===== src/rtl/cpu_seq_pkg.sv =====
// Shared types and constants for the multi-cycle sequencer.
package cpu_seq_pkg;

    // State encodings are visible on o_state, so the values are fixed.
    typedef enum logic [2:0] {
        ST_FETCH  = 3'd0,
        ST_DECODE = 3'd1,
        ST_EXEC   = 3'd2,
        ST_MEM    = 3'd3,
        ST_WB     = 3'd4,
        ST_HALT   = 3'd5,
        ST_ERROR  = 3'd6,
        ST_BOOT   = 3'd7
    } seq_state_e;

    // Cycles a memory request may wait without ack before the trap.
    localparam int unsigned MEM_TIMEOUT_DEF = 255;

    // Watchdog counter width; covers the full legal timeout range.
    localparam int unsigned WDOG_W = 16;

endpackage


===== src/rtl/seq_watchdog.sv =====
// Memory-wait watchdog: clears on a state change, counts waiting cycles,
// and flags expiry when the count reaches the limit while still waiting.
module seq_watchdog
    import cpu_seq_pkg::*;
(
    input  logic              i_clk,
    input  logic              i_rst_n,
    input  logic              clear,
    input  logic              waiting,
    input  logic [WDOG_W-1:0] limit,
    output logic              expire
);

    logic [WDOG_W-1:0] cnt;

    // Wait counter; the sequencer leaves the waiting state at the limit,
    // so the counter never needs to saturate.
    always_ff @(posedge i_clk or negedge i_rst_n) begin
        if (!i_rst_n)
            cnt <= '0;
        else if (clear)
            cnt <= '0;
        else if (waiting)
            cnt <= cnt + 1'b1;
    end

    // Expiry only while still waiting, so an ack in the same cycle wins.
    always_comb begin
        expire = waiting && (cnt == limit);
    end

endmodule


===== src/rtl/multicycle_sequencer.sv =====
// Multi-cycle RV32I sequencer: FETCH/DECODE/EXEC/MEM/WB with memory
// handshakes, stall gating, halt and watchdog traps.
// Optional feature macro: SEQ_PERF_CNT_EN adds cycle/retire counters.
module multicycle_sequencer
    import cpu_seq_pkg::*;
#(
    parameter int unsigned MEM_TIMEOUT = MEM_TIMEOUT_DEF
) (
    input  logic        i_clk,
    input  logic        i_rst_n,
    input  logic        i_stall,
    input  logic        i_is_load,
    input  logic        i_is_store,
    input  logic        i_rf_we,
    input  logic        i_is_halt,
    output logic        o_imem_req,
    input  logic        i_imem_ack,
    output logic        o_dmem_req,
    output logic        o_dmem_we,
    input  logic        i_dmem_ack,
    output logic        o_ir_load,
    output logic        o_rf_we,
    output logic        o_pc_update,
    output logic        o_retire,
    output logic        o_halted,
    output logic        o_error,
`ifdef SEQ_PERF_CNT_EN
    output logic [31:0] o_cycle_cnt,
    output logic [31:0] o_retire_cnt,
`endif
    output logic [2:0]  o_state
);

    localparam logic [WDOG_W-1:0] LIMIT = WDOG_W'(MEM_TIMEOUT);

    seq_state_e state_q, state_d;
    logic       wd_clear, wd_waiting, wd_expire;

    seq_watchdog u_wdog (
        .i_clk   (i_clk),
        .i_rst_n (i_rst_n),
        .clear   (wd_clear),
        .waiting (wd_waiting),
        .limit   (LIMIT),
        .expire  (wd_expire)
    );

    // Watchdog restarts on every state change, so it is zero on entry to
    // FETCH/MEM; it only advances while a request is left unacknowledged.
    always_comb begin
        wd_clear   = (state_d != state_q);
        wd_waiting = ((state_q == ST_FETCH) && !i_imem_ack) ||
                     ((state_q == ST_MEM)   && !i_dmem_ack);
    end

    // State register.
    always_ff @(posedge i_clk or negedge i_rst_n) begin
        if (!i_rst_n)
            state_q <= ST_BOOT;
        else
            state_q <= state_d;
    end

    // Next-state logic; stall is honoured only where no request is open.
    always_comb begin
        state_d = state_q;
        unique case (state_q)
            ST_BOOT:   state_d = ST_FETCH;
            ST_FETCH:  if (i_imem_ack)      state_d = ST_DECODE;
                       else if (wd_expire)  state_d = ST_ERROR;
            ST_DECODE: if (!i_stall)        state_d = i_is_halt ? ST_HALT : ST_EXEC;
            ST_EXEC:   if (!i_stall)        state_d = (i_is_load || i_is_store) ? ST_MEM : ST_WB;
            ST_MEM:    if (i_dmem_ack)      state_d = ST_WB;
                       else if (wd_expire)  state_d = ST_ERROR;
            ST_WB:     if (!i_stall)        state_d = ST_FETCH;
            ST_HALT:   state_d = ST_HALT;
            ST_ERROR:  state_d = ST_ERROR;
            default:   state_d = ST_ERROR;
        endcase
    end

    // Output decode; load+store together is treated as a load.
    always_comb begin
        o_imem_req  = (state_q == ST_FETCH);
        o_dmem_req  = (state_q == ST_MEM);
        o_dmem_we   = (state_q == ST_MEM) && i_is_store && !i_is_load;
        o_ir_load   = (state_q == ST_FETCH) && i_imem_ack;
        o_rf_we     = (state_q == ST_WB) && i_rf_we && !i_stall;
        o_pc_update = (state_q == ST_WB) && !i_stall;
        o_retire    = (state_q == ST_WB) && !i_stall;
        o_halted    = (state_q == ST_HALT);
        o_error     = (state_q == ST_ERROR);
        o_state     = state_q;
    end

`ifdef SEQ_PERF_CNT_EN
    logic [31:0] cyc_q, ret_q;
    logic        cyc_inc;

    // Counters report totals including the current cycle/retire.
    always_comb begin
        cyc_inc      = (state_q != ST_BOOT) && (state_q != ST_HALT) &&
                       (state_q != ST_ERROR);
        o_cycle_cnt  = cyc_q + {31'd0, cyc_inc};
        o_retire_cnt = ret_q + {31'd0, o_retire};
    end

    // Performance counter state; frozen in HALT/ERROR, wraps naturally.
    always_ff @(posedge i_clk or negedge i_rst_n) begin
        if (!i_rst_n) begin
            cyc_q <= '0;
            ret_q <= '0;
        end else begin
            cyc_q <= o_cycle_cnt;
            ret_q <= o_retire_cnt;
        end
    end
`endif

endmodule


===== config.mk =====
export PLATFORM = sky130hd
export DESIGN_NAME = multicycle_sequencer
export DESIGN_NICKNAME = d
export VERILOG_FILES = /design/src/rtl/cpu_seq_pkg.sv /design/src/rtl/seq_watchdog.sv /design/src/rtl/multicycle_sequencer.sv
export SDC_FILE = /design/constraint.sdc
export NUM_CORES = 1
export LEC_CHECK = 0
export CORE_MARGIN = 1
export CORE_UTILIZATION = 55
export CTS_BUF_LIST = sky130_fd_sc_hd__clkbuf_8
export DETAILED_ROUTE_END_ITERATION = 6
export HOLD_SLACK_MARGIN = 0.02
export PLACE_DENSITY = 0.9
export SYNTH_ARGS = -nofsm -noshare
export SYNTH_HDL_FRONTEND = slang
export SYNTH_SLANG_ARGS = --single-unit

===== constraint.sdc =====
create_clock -name i_clk -period 2.2 [get_ports i_clk]
set_input_delay 0.22 -clock i_clk [delete_from_list [all_inputs] [get_ports i_clk]]
set_output_delay 0.22 -clock i_clk [all_outputs]
set_load 0.01 [all_outputs]

Word level (Yosys, flattened, before mapping)
Index checks and enable logic that the tools add are counted.
{"block": "word_totals", "reg_bits": 19, "latch_bits": 0, "ramBits": 0, "mem_bits_ro": 0, "in_bits": 9, "out_inout_bits": 12, "word_cells": 40, "n_memories": 0}
{"block": "classes", "addsub": 1, "mul": 0, "div_mod_pow": 0, "order_cmp": 0, "eq_ne": 9, "shifts": 0, "mux": 11, "n_bitwise": 0, "reduce_logical": 17}
{"op": "$mux W16", "count": 2}
{"op": "$mux W3", "count": 8}
{"op": "$pmux W3 S8", "count": 1}
{"op": "$add A16 B1 Y16 const B", "count": 1}
{"op": "$eq A16 B8 Y1 const B", "count": 1}
{"op": "$eq A3 B3 Y1 const B", "count": 4}
{"op": "$logic_and A1 B1 Y1", "count": 9}
{"op": "$eq A3 B2 Y1 const B", "count": 2}
{"op": "$logic_not A1 Y1", "count": 4}
{"op": "$eq A3 B1 Y1 const B", "count": 1}
{"op": "$logic_not A3 Y1", "count": 1}
{"op": "$ne A3 B3 Y1", "count": 1}
{"op": "$logic_or A1 B1 Y1", "count": 2}
{"op": "$reduce_bool A2 Y1", "count": 1}

Depth between registers and ports, before layout
Gate-level depths: netlist of the first run.
{"block": "depth", "word_depth": 9, "mapped_depth": 7, "ltp_nobuf": 6}

Hierarchy
From an unflattened synthesis of the first run, not the netlist that was laid out.
{"block": "unflattened", "cells_unflattened": 155, "hier_area_um2": 1443.9}
{"mod": "seq_watchdog", "n_inst": 1, "cells_each": 103, "area_each_um2": 994.7, "seq_area_each_um2": 400.4}
{"mod": "multicycle_sequencer", "n_inst": 1, "cells_each": 52, "area_each_um2": 449.2, "seq_area_each_um2": 78.8}

Worst setup path before layout of the first run
Ideal clock, no wire load.
{"block": "synth_timing", "kind": "flip-flop to flip-flop", "startpoint": "register state_q[0], in the netlist o_state[0]", "endpoint": "register u_wdog.cnt[4]", "setup_time_ns": 0.119, "arrival_ns": 1.849, "required_time_ns": 2.081, "slack_ns": 0.233, "stages_incl_launch_ff": 8, "n_path_buf": 2, "period_less_slack_ns": 1.967, "cell_sequence": "dfstp_2 -> clkbuf_2 -> or4b_2 -> o311ai_0 -> o22ai_1 -> nand2_2 -> buf_6 -> nor2_1"}
{"block": "synth_between", "elab_chain_cells": 9, "elab_cells_between_ends": 22, "classes_between": "eq/ne (8); mux (8); reduce/logical (6)"}
{"item": "start: declaration", "line_no": "multicycle_sequencer.sv:36", "text": "seq_state_e state_q, state_d;"}
{"item": "start signal: assignment", "line_no": "multicycle_sequencer.sv:61", "text": "state_q <= state_d;"}
{"item": "$eq A3 B2 Y1 / $logic_not A3 Y1 (equally long branches)", "line_no": "multicycle_sequencer.sv:53, multicycle_sequencer.sv:67, multicycle_sequencer.sv:52"}
{"item": "$logic_and A1 B1 Y1, on equally long branches", "line_no": "multicycle_sequencer.sv:53, multicycle_sequencer.sv:52"}
{"item": "$logic_or A1 B1 Y1", "line_no": "multicycle_sequencer.sv:52", "text": "wd_waiting = ((state_q == ST_FETCH) && !i_imem_ack) ||"}
{"item": "$logic_and A1 B1 Y1", "line_no": "seq_watchdog.sv:29", "text": "expire = waiting && (cnt == limit);"}
{"item": "$mux W3", "line_no": "multicycle_sequencer.sv:70, multicycle_sequencer.sv:74"}
{"item": "$mux W3, on equally long branches", "line_no": "multicycle_sequencer.sv:73, multicycle_sequencer.sv:69"}
{"item": "$pmux W3 S8", "line_no": "multicycle_sequencer.sv:67", "text": "unique case (state_q)"}
{"item": "$ne A3 B3 Y1", "line_no": "multicycle_sequencer.sv:51", "text": "wd_clear = (state_d != state_q);"}
{"item": "$mux W16 / $reduce_bool A2 Y1 (equally long branches)"}
{"item": "end signal: assignment", "line_no": "seq_watchdog.sv:24", "text": "cnt <= cnt + 1'b1;"}
{"item": "end: declaration", "line_no": "seq_watchdog.sv:14", "text": "logic [WDOG_W-1:0] cnt;"}
Several ways; a longest one is shown, not always the timed one.
A chain may end at the register's enable or synchronous reset.

Worst setup path after layout of the first run
{"block": "layout_timing", "startpoint": "register state_q[1], in the netlist o_state[1]", "endpoint": "output port o_error"}
{"block": "layout_between", "elab_chain_cells": 1}
{"item": "$eq A3 B3 Y1", "line_no": "multicycle_sequencer.sv:92", "text": "o_error = (state_q == ST_ERROR);"}
{"item": "end: declaration", "line_no": "multicycle_sequencer.sv:26", "text": "output logic o_error,"}
Every way passes these cells.

==> results of run 1 <==
-- placed cells by master, fill, tap and decap left out, types with 2 or more instances in the layout --
| cell type | synthesis | layout |
|---|---|---|
| dfrtp_1 | 16 | 16 |
| clkbuf_8 | 0 | 3 |
| a211oi_2 | 2 | 2 |
| nand3_1 | 5 | 5 |
| nor4_1 | 2 | 2 |
| nand2b_1 | 2 | 2 |
| nand4_1 | 6 | 6 |
| buf_4 | 1 | 6 |
| dfstp_2 | 3 | 2 |
| nor2_1 | 18 | 18 |
| xor2_1 | 13 | 13 |
| o21ai_0 | 7 | 7 |
| inv_1 | 2 | 3 |
| and3_1 | 2 | 2 |
| nor3_1 | 5 | 5 |
| clkdlybuf4s50_1 | 0 | 20 |
| o22ai_1 | 2 | 2 |
| or3_1 | 3 | 3 |
| xnor2_1 | 2 | 2 |
| a21oi_1 | 3 | 3 |
| nand2_1 | 9 | 9 |
| and2_1 | 2 | 2 |
-- report_power, final --
group / internal [W] / total (W) / switching, W
Combinational: 0.000305 / 0.000654 / 0.000350
Clock: 0.000124 / 0.000228 / 0.000104
Sequential: 0.000413 / 0.000514 / 0.000102
-- per-layer routing --
metal,wire length (um),part of all wire (%)
met1,1170,43
met2,1320,49
met5,0,0
met4,62,2.3
met3,145,5.4
-- registers in the layout, indices dropped and copies added (netlist names) --
signal	cells
u_wdog.cnt	16
o_state	3
-- cell type report --
class | count | area, um2 | share of cell area [%]
sequential | 19 | 483 | 31.1
timing repair buffer | 26 | 245 | 15.8
clock inverter | 1 | 3.75 | 0.241
inverter | 2 | 7.51 | 0.483
multi-input combinational | 111 | 741 | 47.6
tap | 27 | 33.8 | 2.17
clock buffer | 3 | 41.3 | 2.65
-- Yosys cell counts, types with 2 or more instances --
cell type | count | share of area [%]
and3_1 | 2 | 0.99
nand2_1 | 9 | 2.7
dfstp_2 | 3 | 6.2
clkbuf_1 | 2 | 0.59
nand2b_1 | 2 | 0.99
nand3_1 | 5 | 2.0
xor2_1 | 13 | 9.0
a211oi_2 | 2 | 2.0
inv_1 | 2 | 0.59
nand4_1 | 6 | 3.0
buf_2 | 2 | 0.79
or3_1 | 3 | 1.5
xnor2_1 | 2 | 1.4
o21ai_0 | 7 | 2.8
dfrtp_1 | 16 | 32
nor3_1 | 5 | 2.0
nor2_1 | 18 | 5.4
nor4_1 | 2 | 0.99
o22ai_1 | 2 | 0.99
and2_1 | 2 | 0.99
a21oi_1 | 3 | 1.2
-- stage by stage --
step | cells | util (%) | instance area, um2
final | 189 | 75.4 | 1560
after global placement | 185 | 72.8 | 1500
after global routing | 189 | 75.4 | 1560
after CTS | 189 | 74.9 | 1550
after detailed placement | 185 | 72.8 | 1500
after floorplan | 139 | - | 1260
-- worst max-delay path: stages, from the launching register on --
cell and delay (ps):
dfstp_2 590, buf_4 190, inv_1 100, nor3_1 190, clkdlybuf4s50_1 560
-- cell families (layout without fill, tap and decap cells) --
group	Yosys count	in the layout	share of synthesized area (%)
multiplexers	1	1	0.793
XOR/XNOR	15	15	10.4
adder cells (fa/ha/maj)	1	1	0.991
AO/OA/AOI/OAI	25	25	14.7
buffers and inverters	9	32	3.87
flip-flops	19	19	38.0
AND/OR/NAND/NOR	69	69	31.3
-- final timing paths --
path	start	to	slack, ps	cells after the start
setup / recovery	o_state[1]	o_error	100	4
hold / removal	i_rst_n	u_wdog.cnt[4]	440	1
setup reg to reg	o_state[0]	u_wdog.cnt[11]	180	5
hold reg to reg	u_wdog.cnt[15]	u_wdog.cnt[15]	560	2
max in group asynchronous	i_rst_n	u_wdog.cnt[11]	1270	1
min in group i_clk	u_wdog.cnt[15]	u_wdog.cnt[15]	560	2
==> out/results.tsv, run 1 <==
stage	metric	value	unit
status	status	finished clean	
drt	wl	2700	um
timing	slew_violations	0	
global_route	grt_pass1_vias	1074	
job	maxCapViolCount	0	
die	die_x	49.9	um
global_route	grt_max_degree	25	
die	dieArea	2490	um2
timing	setup_viol	0	
timing	worst_clock_skew	1.43	ps
clocking	cts_max_level	1	
global_route	top_usage_layer	met2	
timing	period_needed	2100	ps
timing	fmax	477	MHz
global_route	grtUsageMet3	4.01	%
drt	drtPass1Iterations	4	
logic_synthesis	yosysSeqAreaShare	38.0	%
timing	fin_crit_sh	95.3	%
die	start_util	61.2	%
cells_and_area	drive_gt1_share	15.4	%
hold_path	worstHoldPathType	in -> async	
clocking	clock_sinks	19	
power	peakVddDrop	0.657	mV
timing	hold_violations	0	
logic_synthesis	yosysUniqueCellTypes	52	
clocking	cts_buffers	3	
die	core_area	2060	um2
clocking	holdBufCountCts	0	
logic_synthesis	synthFlopType	dfrtp_1	
global_route	grt.met1_usage	28.6	%
timing	setup-tns-final	0	ps
logic_synthesis	syn_nets	149	
cells_and_area	fin_nets	173	
global_route	gr-usage-all-layers	24.2	%
logic_synthesis	synthCells	139	
drt	routedWlPerCell	14.3	um
global_route	overflow	0	
cells_and_area	syn_to_final_growth	23.2	%
critical_path	worstPathArrival	1880	ps
place	place_ws	91.0	ps
drt	vias	1145	
place	portBuffers	20	
logic_synthesis	syn-cell-area	1260	um2
drt	drc	0	
cells_and_area	n_fill_cell	141	
timing	rsz0062_at_grt	no	
die	num_rows	16	
global_route	grt_pass1_wl	4580	um
timing	worstMarginPinSlew	806	ps
global_route	antenna_found_initial	0	
critical_path	start_kind	flip-flop	
place	hpwl	1970	um
die	dieHeight	49.9	um
die	ios	21	
power	power_density	898	nW/um2
clocking	path_clk_slew	60	ps
logic_synthesis	synth_edf_count	0	
critical_path	critical_path_class	reg -> out	
clocking	insertion_delay	250	ps
timing	relSlewSlack	46.1	%
power	p_leak	0.606	nW
place	gp_congestion	0.817	
drt	viasPerCell	6.06	
logic_synthesis	syn_area_per_cell	9.08	um2
logic_synthesis	synth-seq-cells	19	
logic_synthesis	ys_warn_count	0	
timing	whs	435	ps
cells_and_area	diodes	0	
critical_path	end_kind	output pin	
drt	drtIter0Drc	27	
drt	ant_nets	0	
critical_path	crit_required	1980	ps
clocking	post_cts_resized	0	
clocking	cts_root_buf	clkbuf_8	
clocking	cts_tree	done	
critical_path	cp_max_fo	11	
power	p_total	0.00140	W
logic_synthesis	async_flop_share	100	%
global_route	use_met2	41.4	%
clocking	post-cts-setup-buffers	0	
timing	layout_setup_ws	104	ps
clocking	clockBufferDepth	2	
No activity file was read; power rests on OpenSTA's default activity.
==> inputs of run 2 (changes only) <==
Settings changed: CAP_MARGIN set to 20, REMOVE_ABC_BUFFERS set to 1.
==> run 2 against run 1 <==
Effect of this change:
- worst setup slack got worse by 33 ps
- utilization grew 0.73 points
- first-iteration DRC count shrank 11%
- maximum frequency shrank 1.6%
- die area unchanged
- worst hold slack got worse by 5.8 ps
- clock-buffer cell count unchanged
- sequential share of layout area fell by 0.30 points
- design area is 0.97% higher
- highest routed layer unchanged
==> out/results.tsv, run 2 (synthesis results as in run 1) <==
stage	metric	value	unit	change
status	status	finished clean		
power	p_leak	0.613	nW	+1.1%
cells_and_area	largest_register	u_wdog.cnt		
clocking	cts_max_level	1		unchanged
cells_and_area	syn_to_final_growth	24.4	%	
drt	drc	0		unchanged
die	num_rows	16		unchanged
timing	rsz0062_at_grt	no		
place	hpwl	2200	um	+11%
timing	slew_violations	0		unchanged
cells_and_area	n_fill_cell	138		-2.1%
job	maxCapViolCount	0		unchanged
cells_and_area	seqCellArea	483	um2	unchanged
drt	wl_met1	1260	um	+7.8%
timing	hold_violations	0		unchanged
drt	drtIter0Drc	24		-11%
critical_path	end_kind	output pin		
drt	wl_met2	1520	um	+15%
die	dieArea	2490	um2	unchanged
place	gp_congestion	0.853		+4.4%
drt	top_layer_used	met4		
clocking	cts_buffers	3		unchanged
place	portBuffers	20		unchanged
clocking	clock_sinks	19		unchanged
timing	worstMarginPinSlew	802	ps	-3.59 ps
global_route	overflow	0		unchanged
drt	drtPass1Iterations	4		unchanged
cells_and_area	largest_reg_flops	16		unchanged
clocking	cts_root_buf	clkbuf_8		
timing	worst_clock_skew	2.07	ps	+0.635 ps
critical_path	start_kind	flip-flop		
die	die_x	49.9	um	unchanged
die	ios	21		unchanged
cells_and_area	multiInputGateArea	748	um2	+1.0%
cells_and_area	drive_gt1_share	16.6	%	+1.1 points
timing	setup-tns-final	0	ps	unchanged
power	power_density	913	nW/um2	+1.7%
timing	period_needed	2130	ps	+33.2 ps
timing	setup_viol	0		unchanged
drt	routedWlPerCell	16.0	um	+12%
drt	wl_met3	164	um	+13%
timing	whs	430	ps	-5.76 ps
cells_and_area	fin_nets	174		+0.58%
power	p_total	0.00143	W	+2.7%
global_route	grt_max_degree	25		unchanged
timing	fin_crit_sh	96.8	%	+1.5 points
cells_and_area	diodes	0		unchanged
power	peakVddDrop	0.610	mV	-7.2%
drt	wl	3030	um	+12%
critical_path	worstPathArrival	1910	ps	+30 ps
timing	fmax	470	MHz	-1.6%
drt	viasPerCell	6.18		+2.1%
global_route	grt_pass1_vias	1207		+12%
drt	ant_nets	0		unchanged
clocking	path_clk_slew	60	ps	about the same
global_route	grt_pass1_wl	5310	um	+16%
cells_and_area	final_common_cell	clkdlybuf4s50_1		
hold_path	worstHoldPathType	in -> async		
drt	vias	1175		+2.6%
clocking	holdBufCountCts	0		unchanged
critical_path	cp_max_fo	9		-2
die	dieHeight	49.9	um	unchanged
clocking	clockBufferDepth	2		unchanged
global_route	gr-usage-all-layers	28.3	%	+4.2 points
die	start_util	61.2	%	unchanged
critical_path	critical_path_class	reg -> out		
clocking	insertion_delay	250	ps	about the same
timing	relSlewSlack	46.3	%	+0.24 points
clocking	cts_tree	done		
critical_path	crit_required	1980	ps	about the same
die	core_area	2060	um2	unchanged
cells_and_area	final_cell_mix	20 x clkdlybuf4s50_1, 18 x nor2_1, 16 x dfrtp_1		
global_route	antenna_found_initial	0		unchanged
## run 2: cell types whose count changed in the layout (fill, tap and decap cells not counted), sizes merged
cell and delta:
buf +1
## run 2: path summary, 6_finish.rpt
kind / start / end / slack (ps) / depth (start not counted)
worst max-delay path: o_state[0] / o_dmem_we / 70 / 4
worst min-delay path: i_rst_n / u_wdog.cnt[11] / 430 / 1
worst max register to register: o_state[1] / u_wdog.cnt[13] / 110 / 6
worst min register to register: u_wdog.cnt[15] / u_wdog.cnt[15] / 550 / 2
max in group asynchronous: i_rst_n / u_wdog.cnt[0] / 1270 / 1
min in group i_clk: u_wdog.cnt[15] / u_wdog.cnt[15] / 550 / 2
## run 2: final cells by class
cell class	instances	area share (%)
Multi-Input combinational cell	111	47.6
Timing Repair Buffer	27	16.1
Tap cell	27	2.15
Inverter	2	0.478
Clock buffer	3	2.63
Clock inverter	1	0.239
Sequential cell	19	30.8
## run 2: stage by stage
step / setup WS, ps / cell area [um2] / instances / util [%]
5_1_grt: 17.1 / 1570 / 190 / 76.2
2_1_floorplan: 267 / 1220 / 132 / -
4_1_cts: 74.5 / 1560 / 190 / 75.7
3_3_place_gp: 141 / 1500 / 185 / 72.8
3_5_place_dp: 25.5 / 1500 / 185 / 72.8
6_report: 70.9 / 1570 / 190 / 76.2
## run 2: routing by layer
metal | global-route usage (%) | vias to the layer above
li1 | - | 557
met1 | 35.0 | 557
met2 | 47.3 | 48
met3 | 6.17 | 13
met4 | 11.9 | 0
met5 | 0 | -
## run 2: where the power goes
part           total (W)  switching (W)  internal (W)
sequential      0.000497      0.0000854      0.000412
combinational   0.000707       0.000388      0.000318
clock           0.000230       0.000106      0.000124
total            0.00143       0.000580      0.000854
## run 2: critical path, stage by stage, from the launching register on
cell,delay [ps]
dfstp_2,550
buf_4,170
nand2_2,120
nor4b_2,240
clkdlybuf4s50_1,580
## run 2: repair_timing
action / in CTS / in global routing
gates cloned: 0 / 0
endpoints found under the setup margin: 1 / 2
gates resized for setup: 2 / 2
setup buffers: 1 / 0
==> inputs of run 3 (changes only) <==
Settings changed: CORE_MARGIN 1 to 2.
==> run 3 against run 2 <==
Effect of this change:
- routed wire length down 6.6%
- largest cell class unchanged
- worst setup slack better by 19 ps
- flip-flop and latch count unchanged
- global-route usage fell by 4.4 points
- via count decreased by 1.9%
- critical path type unchanged
==> out/results.tsv, run 3 (synthesis results as in run 1) <==
stage	metric	value	unit	change
critical_path	startpoint	o_state[0]		
job	maxCapViolCount	0		unchanged
clocking	path_clk_slew	60	ps	about the same
global_route	grt_pass1_vias	1071		-11%
critical_path	cp_max_fo	13		+4
critical_path	crit_required	1980	ps	about the same
power	peakVddDrop	0.566	mV	-7.2%
cells_and_area	n_fill_cell	173		+25%
die	num_rows	17		+1
critical_path	r2r_cells	5		-1
timing	fin_crit_sh	95.9	%	-0.84 points
drt	drtIter0Drc	27		+13%
global_route	overflow	0		unchanged
timing	setup_viol	0		unchanged
drt	viasPerCell	6.04		-2.4%
timing	relSlewSlack	48.4	%	+2.1 points
cells_and_area	layout.cells.non_filler	191		+0.53%
die	start_util	57.6	%	-3.6 points
timing	worst_clock_skew	1.10	ps	-0.967 ps
power	power_density	909	nW/um2	-0.48%
status	status	finished clean		
timing	slew_violations	0		unchanged
cells_and_area	final_common_cell	clkdlybuf4s50_1		
drt	ant_nets	0		unchanged
clocking	cts_buffers	3		unchanged
global_route	gr-usage-all-layers	24.0	%	-4.4 points
die	dieHeight	51.9	um	+4.0%
cells_and_area	seqCellArea	479	um2	-0.78%
hold_path	worstHoldPathType	in -> async		
drt	drc	0		unchanged
cells_and_area	syn_to_final_growth	23.3	%	
drt	vias	1153		-1.9%
critical_path	reg2reg_to	u_wdog.cnt[1]		
critical_path	end_kind	output pin		
die	dieArea	2690	um2	+8.2%
place	portBuffers	20		unchanged
cells_and_area	drive_gt1_share	15.3	%	-1.2 points
global_route	antenna_found_initial	0		unchanged
clocking	cts_tree	done		
critical_path	start_kind	flip-flop		
timing	rsz0062_at_grt	no		
critical_path	reg2reg_slack	130	ps	+20 ps
power	p_leak	0.627	nW	+2.2%
clocking	insertion_delay	250	ps	about the same
critical_path	timing.rr.start	o_state[0]		
place	hpwl	2150	um	-2.1%
critical_path	worstPathArrival	1890	ps	-20 ps
clocking	clock_sinks	19		unchanged
place	place_area	1510	um2	+0.58%
cells_and_area	multiInputGateArea	734	um2	-1.8%
critical_path	critical_path_class	reg -> out		
cells_and_area	final_cell_mix	19 x clkdlybuf4s50_1, 18 x nor2_1, 16 x dfrtp_1		
die	die_x	51.9	um	+4.0%
cells_and_area	fin_nets	174		unchanged
cells_and_area	largest_reg_flops	16		unchanged
timing	setup-tns-final	0	ps	unchanged
place	gp_congestion	0.817		-4.2%
die	core_area	2190	um2	+6.2%
timing	hold_violations	0		unchanged
drt	routedWlPerCell	14.8	um	-7.1%
clocking	cts_root_buf	clkbuf_8		
timing	worstMarginPinSlew	771	ps	-31.4 ps
cells_and_area	finalInstanceArea	1560	um2	-0.88%
cells_and_area	diodes	0		unchanged
global_route	grt_pass1_wl	4810	um	-9.4%
die	ios	21		unchanged
global_route	grt_max_degree	20		-20%
place	dp.cells	187		+1.1%
clocking	cts_max_level	1		unchanged
clocking	post-cts-setup-buffers	0		-1
cells_and_area	largest_register	u_wdog.cnt		
clocking	clockBufferDepth	2		unchanged
timing	period_needed	2110	ps	-18.5 ps
drt	wl	2830	um	-6.6%
drt	drtPass1Iterations	4		unchanged
timing	fmax	474	MHz	+0.88%
==> run 3: cell types whose count changed in the layout (fill, tap and decap cells not counted), sizes merged <==
cell,delta
dlymetal6s2s,+1
clkdlybuf4s50,-1
==> run 3: power by group <==
| group | switching (W) | internal [W] |
|---|---|---|
| clock network | 0.000107 | 0.000124 |
| registers | 0.0000846 | 0.000406 |
| logic | 0.000378 | 0.000316 |
==> run 3: timing repair <==
item | 4_1_cts | 5_1_grt
hold buffers | 0 | 0
setup endpoints to repair | 0 | 1
resized for setup | 0 | 1
hold endpoints to repair | 0 | 0
==> run 3: worst max-delay path by stage <==
stage,to,cells past startpoint
6_report,o_dmem_req,4
5_1_grt,o_dmem_req,4
4_1_cts,o_dmem_we,3
3_5_place_dp,u_wdog.cnt[1],6
3_3_place_gp,u_wdog.cnt[11],6
2_1_floorplan,u_wdog.cnt[0],5
==> run 3: worst max-delay path, stage by stage, from the launching register on <==
cell and delay [ps]:
dfstp_2 650, nand2_1 170, buf_4 190, nor2_1 90, clkdlybuf4s50_1 540
==> run 3: routing by layer <==
metal	wire length (um)	global-route usage, %
met5	0	0
met4	72	12.3
met3	163	3.45
met2	1400	41.4
met1	1200	28.8
==> run 3: final cells by class <==
class                           instances  area share (%)
Timing Repair Buffer                   27            16.4
Clock buffer                            3            2.65
Inverter                                2           0.482
Multi-Input combinational cell        111            47.2
Clock inverter                          1           0.241
Tap cell                               28            2.25
Sequential cell                        19            30.8
==> run 3: stage by stage <==
stage	worst slack (ps)	hold slack, ps	util, %	power, W
after floorplan	267	-75.6	-	0.000876
after global placement	131	539	68.9	0.00115
after detailed placement	90.9	560	68.9	0.00118
after CTS	38.2	446	70.9	0.00141
after global routing	11.7	479	71.0	0.00151
final	89.5	416	71.0	0.00141
